[config.mk]
export PLATFORM = sky130hd
export DESIGN_NAME = mac_rr_scheduler
export DESIGN_NICKNAME = d
export VERILOG_FILES = /design/src/rtl/mac_pkg.sv /design/src/rtl/rr_arbiter.sv /design/src/rtl/mac_rr_scheduler.sv
export SDC_FILE = /design/constraint.sdc
export NUM_CORES = 1
export LEC_CHECK = 0
export CAP_MARGIN = 10
export CORE_ASPECT_RATIO = 0.9
export CORE_UTILIZATION = 42
export CTS_BUF_LIST = sky130_fd_sc_hd__clkbuf_2
export DETAILED_ROUTE_END_ITERATION = 10
export PLACE_DENSITY = 0.93
export SLEW_MARGIN = 20
export SYNTH_ARGS = -nofsm -noshare
export SYNTH_HDL_FRONTEND = slang
export SYNTH_HIERARCHICAL = 1
export SYNTH_SLANG_ARGS = --single-unit
[constraint.sdc]
create_clock -name clk_i -period 8.4 [get_ports clk_i]
set_input_delay 1.26 -clock clk_i [delete_from_list [all_inputs] [get_ports clk_i]]
set_output_delay 1.26 -clock clk_i [all_outputs]
set_load 0.02 [all_outputs]
[src/rtl/mac_pkg.sv]
// Shared defaults, types and helpers for the round-robin MAC scheduler.
package mac_pkg;

  localparam int unsigned DefWidth    = 8;
  localparam int unsigned DefOutWidth = 2 * DefWidth + 1;
  localparam int unsigned DefNReq     = 4;
  localparam int unsigned DefIdW      = $clog2(DefNReq);
  localparam int unsigned DefMacLat   = 1;

  typedef logic [DefWidth-1:0]    operand_t;
  typedef logic [DefOutWidth-1:0] result_t;
  typedef logic [DefIdW-1:0]      req_id_t;

  typedef struct packed {
    logic    valid;
    req_id_t id;
  } tag_t;

  // Increment modulo n, for requester counts that are not a power of two.
  function automatic int unsigned wrap_inc(input int unsigned idx, input int unsigned n);
    return (idx + 1 >= n) ? 0 : idx + 1;
  endfunction

endpackage

[src/rtl/rr_arbiter.sv]
// Round-robin arbiter: one-hot grant searched from a pointer that advances past each winner.
module rr_arbiter
  import mac_pkg::*;
#(
  parameter int unsigned N_REQ = DefNReq,
  parameter int unsigned ID_W  = DefIdW
) (
  input  logic             clk_i,
  input  logic             reset_i,
  input  logic [N_REQ-1:0] req_i,
  output logic [N_REQ-1:0] grant_o,
  output logic [ID_W-1:0]  grant_idx_o,
  output logic             grant_valid_o
);

  logic [ID_W-1:0] ptr_q, ptr_d;
  logic [31:0]     cand;

  // No grant while reset is high, so nothing can transfer during reset.
  always_comb begin
    grant_o       = '0;
    grant_idx_o   = '0;
    grant_valid_o = 1'b0;
    cand          = '0;
    if (!reset_i) begin
      for (int unsigned k = 0; k < N_REQ; k++) begin
        cand = 32'(ptr_q) + k;
        if (cand >= N_REQ) begin
          cand = cand - N_REQ;
        end
        if (!grant_valid_o && req_i[cand[ID_W-1:0]]) begin
          grant_valid_o               = 1'b1;
          grant_o[cand[ID_W-1:0]]     = 1'b1;
          grant_idx_o                 = cand[ID_W-1:0];
        end
      end
    end
  end

  always_comb begin
    ptr_d = ptr_q;
    if (grant_valid_o) begin
      ptr_d = ID_W'(wrap_inc(32'(grant_idx_o), N_REQ));
    end
  end

  always_ff @(posedge clk_i) begin
    if (reset_i) begin
      ptr_q <= '0;
    end else begin
      ptr_q <= ptr_d;
    end
  end

endmodule

[src/rtl/mac_rr_scheduler.sv]
// Shares one registered MAC among N_REQ requesters; tags track each issue through the MAC
// latency and the result comes back as a one-cycle tagged response.
module mac_rr_scheduler
  import mac_pkg::*;
#(
  parameter int unsigned WIDTH     = DefWidth,
  parameter int unsigned OUT_WIDTH = 2 * WIDTH + 1,
  parameter int unsigned N_REQ     = DefNReq,
  parameter int unsigned ID_W      = $clog2(N_REQ),
  parameter int unsigned MAC_LAT   = DefMacLat
) (
  input  logic                   clk_i,
  input  logic                   reset_i,
  input  logic [N_REQ-1:0]       req_valid_i,
  input  logic [N_REQ*WIDTH-1:0] req_a_i,
  input  logic [N_REQ*WIDTH-1:0] req_b_i,
  input  logic [N_REQ*WIDTH-1:0] req_c_i,
  output logic [N_REQ-1:0]       req_ready_o,
  output logic [WIDTH-1:0]       mac_a_o,
  output logic [WIDTH-1:0]       mac_b_o,
  output logic [WIDTH-1:0]       mac_c_o,
  output logic                   mac_issue_o,
  input  logic [OUT_WIDTH-1:0]   mac_result_i,
  output logic                   resp_valid_o,
  output logic [ID_W-1:0]        resp_id_o,
  output logic [OUT_WIDTH-1:0]   resp_data_o
);

  logic [N_REQ-1:0] grant;
  logic [ID_W-1:0]  grant_idx;
  logic             grant_valid;

  rr_arbiter #(
    .N_REQ (N_REQ),
    .ID_W  (ID_W)
  ) u_arb (
    .clk_i         (clk_i),
    .reset_i       (reset_i),
    .req_i         (req_valid_i),
    .grant_o       (grant),
    .grant_idx_o   (grant_idx),
    .grant_valid_o (grant_valid)
  );

  assign req_ready_o = grant;

  logic [WIDTH-1:0] sel_a, sel_b, sel_c;

  always_comb begin
    sel_a = '0;
    sel_b = '0;
    sel_c = '0;
    for (int unsigned i = 0; i < N_REQ; i++) begin
      if (grant[i]) begin
        sel_a = req_a_i[i*WIDTH +: WIDTH];
        sel_b = req_b_i[i*WIDTH +: WIDTH];
        sel_c = req_c_i[i*WIDTH +: WIDTH];
      end
    end
  end

  // Issue register: operands hold on idle edges, only the issue flag drops.
  logic [WIDTH-1:0] mac_a_q, mac_b_q, mac_c_q;
  logic             issue_q;
  logic [ID_W-1:0]  issue_id_q;

  always_ff @(posedge clk_i) begin
    if (reset_i) begin
      mac_a_q    <= '0;
      mac_b_q    <= '0;
      mac_c_q    <= '0;
      issue_q    <= 1'b0;
      issue_id_q <= '0;
    end else begin
      issue_q <= grant_valid;
      if (grant_valid) begin
        mac_a_q    <= sel_a;
        mac_b_q    <= sel_b;
        mac_c_q    <= sel_c;
        issue_id_q <= grant_idx;
      end
    end
  end

  assign mac_a_o     = mac_a_q;
  assign mac_b_o     = mac_b_q;
  assign mac_c_o     = mac_c_q;
  assign mac_issue_o = issue_q;

  // Tag pipe: the MAC samples the issue registers, so its last stage lines up with mac_result.
  logic [MAC_LAT-1:0]           tag_valid_q;
  logic [MAC_LAT-1:0][ID_W-1:0] tag_id_q;

  always_ff @(posedge clk_i) begin
    if (reset_i) begin
      tag_valid_q <= '0;
      tag_id_q    <= '0;
    end else begin
      tag_valid_q[0] <= issue_q;
      tag_id_q[0]    <= issue_id_q;
      for (int unsigned i = 1; i < MAC_LAT; i++) begin
        tag_valid_q[i] <= tag_valid_q[i-1];
        tag_id_q[i]    <= tag_id_q[i-1];
      end
    end
  end

  logic                 resp_valid_q;
  logic [ID_W-1:0]      resp_id_q;
  logic [OUT_WIDTH-1:0] resp_data_q;

  always_ff @(posedge clk_i) begin
    if (reset_i) begin
      resp_valid_q <= 1'b0;
      resp_id_q    <= '0;
      resp_data_q  <= '0;
    end else begin
      resp_valid_q <= tag_valid_q[MAC_LAT-1];
      if (tag_valid_q[MAC_LAT-1]) begin
        resp_id_q   <= tag_id_q[MAC_LAT-1];
        resp_data_q <= mac_result_i;
      end
    end
  end

  assign resp_valid_o = resp_valid_q;
  assign resp_id_o    = resp_id_q;
  assign resp_data_o  = resp_data_q;

endmodule

==> metrics.md <==
| Metric | Value |
|---|---|
| Flop-to-flop setup slack | `4.06 ns` |
| Ports | `168` |
| Residual DRC | `0` |
| Worst slack at placement | `3.12 ns` |
| Worst hold margin | `0.485 ns` |
| CP endpoint kind | `output pin` |
| WL final | `8850 um` |
| Slew Limit Headroom | `28.6%` |
| Die height | `80.0 um` |
| Post-synth top area cell | `dfxtp_1` |
| Core box area | `6550 sq um` |
| Final Hold Fails | `0` |
| Area after DPL | `4500 sq um` |
| Synth Instances | `around 300` |
| Most used DFF post-synth | `dfxtp_1` |
| Global route total overflow | `0` |
| Max clock buf depth | `2` |
| Setup ws final | `3.09 ns` |
| Synth cell types | `40` |
| Area share of the largest cell type after synthesis | `a little over a third` |
| Postcts setup bufs | `0` |
| Clock latency on the worst-skew pair | `between 0.4 and 0.5 ns` |
| RD Place Congestion | `around 0.83` |
| Final worst path period share | `63.2%` |
| Worst Hold Class | `register to register` |
| CTS tree | `yes` |
| Clk_skew | `0.0375 ns` |
| Max Fclk | `between 150 and 200 MHz` |
| Clock sinks | `52` |
| Seq cells post-synth | `52` |
| Worst Setup Path Type | `input pin to output pin` |
| Num rows | `28` |
| Final setup viols | `0` |
| Run status | `complete, no violations` |
| Via count | `3064` |
| Register area share after synthesis | `36.7%` |
| Inst Count DP | `~530` |
| Hold buffer count at cts | `0` |
| Die footprint | `7100 sq um` |
| Largest net degree at the start of global routing | `60` |
| Ys async rst share | `0%` |
| Post-synth EDFFs | `0` |
| Nets@finish | `569` |
| Initial Util | `43.4%` |
| Slew Viols, Final | `0` |
| Setup_tns | `0 ns` |
| Multi-input combinational cell area | `1630 sq um` |
| Peak VDD IR | `0.000125 V` |
| Final Util | `69.4%` |
| Post-DRT Antenna Nets | `0` |
| Total track usage | `roughly 25%` |
| Post-synthesis cell area | `2840 sq um` |
| Die width | `about 89 um` |
| Initial antenna violation count | `0` |
| Number of max-cap violations | `0` |
| Area grow syn2layout | `60.1%` |
| Mean Syn Cell Area | `9.63 sq um` |
| Via density | `5.74` |
| Pwr/cell area | `216 nW/um^2` |
| Root Driver | `clkbuf_2` |
| Synth Net Count | `421` |
| Sequential Area | `1040 sq um` |
| Post-layout minimum cycle time | `5.31 ns` |
| Startpoint types | `input pin` |
| WL/cell | `about 17 um` |
| DP HPWL | `6440 um` |
| Data arrival, critical path | `4.05 ns` |
| Initial DRC Count | `134` |
| Setup repair after global routing missed its margin | `no` |
| Yosys warns | `6` |
| Post-route cell area | `4550 sq um` |
| Final cell count without fillers | `534` |
| Ranking of synthesized cells by area | `dfxtp_1 37%, a221oi_1 8.3%, mux2i_1 7.8%` |
| First-pass GRT wire length | `13500 um` |
| FILL cells | `approximately 530` |
| Crit-path max FO | `28` |
| Critical path required time | `between 7 and 8 ns` |
| Final Power | `0.982 mW` |
| Total iterations of the first detailed-routing run | `5` |
| Antenna diodes | `0` |
| Vias in the first global route | `2912` |
| Post-CTS Resized | `0` |
| Worst-margin pin slew | `around 1.1 ns` |
| Leakage | `1.52 nW` |
| IO buf count | `167` |
| Proportion of layout cells with a drive suffix above 1 | `around 7.4%` |
| Reg clk slew, reported paths | `0.27 ns` |
| H-tree Lvls | `2` |
| CTS Buf Count | `5` |
[cell usage after synthesis (5+ instances only)]
library cell / number
nand2_1: 5
ha_1: 7
dfxtp_1: 52
a22oi_1: 28
clkbuf_1: 14
a211oi_2: 5
a211oi_1: 19
nor2b_1: 7
buf_2: 7
nor2_1: 36
o22ai_1: 23
a221oi_1: 27
mux2i_1: 22
[flip-flops by register name, summed over array words and instances, names as in the netlist, 2 cells and up]
register / flops
issue_id_q: 2
mac_a_o: 8
mac_b_o: 8
mac_c_o: 8
resp_data_o: 17
resp_id_o: 2
tag_id_q: 2
u_arb/ptr_q: 2
[per-layer routing]
metal,track usage [%],vias to the layer above,routed length (um)
li1,-,1453,-
met1,26.2,1441,3440
met2,46.1,154,4560
met3,5.17,16,648
met4,10.6,0,200
met5,0,-,0
[worst max-delay path, stage by stage]
cell	delay (ns)
clkdlybuf4s50_1	0.57
mux4_2	0.67
nor2b_4	0.21
a22oi_1	0.09
nor2_1	0.09
a221oi_1	0.07
nor2_2	0.10
buf_4	0.31
clkdlybuf4s50_1	0.67
[worst paths after layout]
path / start / to / depth (start not counted)
max: req_valid_i[2] / req_ready_o[3] / 9
min: issue_id_q[0]$_SDFFE_PP0P_ / tag_id_q[0]$_SDFF_PP0_ / 1
min reg2reg: issue_id_q[0]$_SDFFE_PP0P_ / tag_id_q[0]$_SDFF_PP0_ / 1
max reg2reg: u_arb/ptr_q[0]$_SDFFE_PP0P_ / mac_b_o[6]$_SDFFE_PP0P_ / 11
[cells by family after synthesis]
family | Yosys count | share of synthesized area, %
compound gates | 114 | 32.5
simple gates | 60 | 10.7
flops | 52 | 36.7
buf+inv | 35 | 6.25
mux | 26 | 10.5
fa+ha+maj | 7 | 3.08
xor+xnor | 1 | 0.308
[layout make-up]
class | count | share of cell area, %
timing repair buffer | 171 | 37.3
multi-input combinational | 208 | 35.8
sequential | 52 | 22.9
tap | 90 | 2.48
clock buffer | 5 | 0.550
clock inverter | 3 | 0.550
inverter | 5 | 0.413
[where the power goes]
group	total [mW]	internal, mW	switching [mW]
Combinational	0.548	0.268	0.280
Clock	0.106	0.0228	0.0832
Sequential	0.327	0.284	0.0434
Total	0.982	0.575	0.407
[placed cells by master, fill, tap and decap left out, types with 2 or more instances in the layout]
cell             count
a22oi_1             28
inv_6                2
mux2i_1             22
clkbuf_2             5
a211oi_2             5
dfxtp_1             52
nor2_1              33
o22ai_1             23
and3b_1              2
nor2b_1              7
a211oi_1            19
a21oi_1              3
nor2_2               3
nor3_1               2
inv_1                4
ha_1                 7
buf_4                4
mux4_2               3
nor3b_1              2
a221oi_1            27
nand2_1              5
clkdlybuf4s50_1    166
Note: power is estimated with default switching activity, not from simulation.
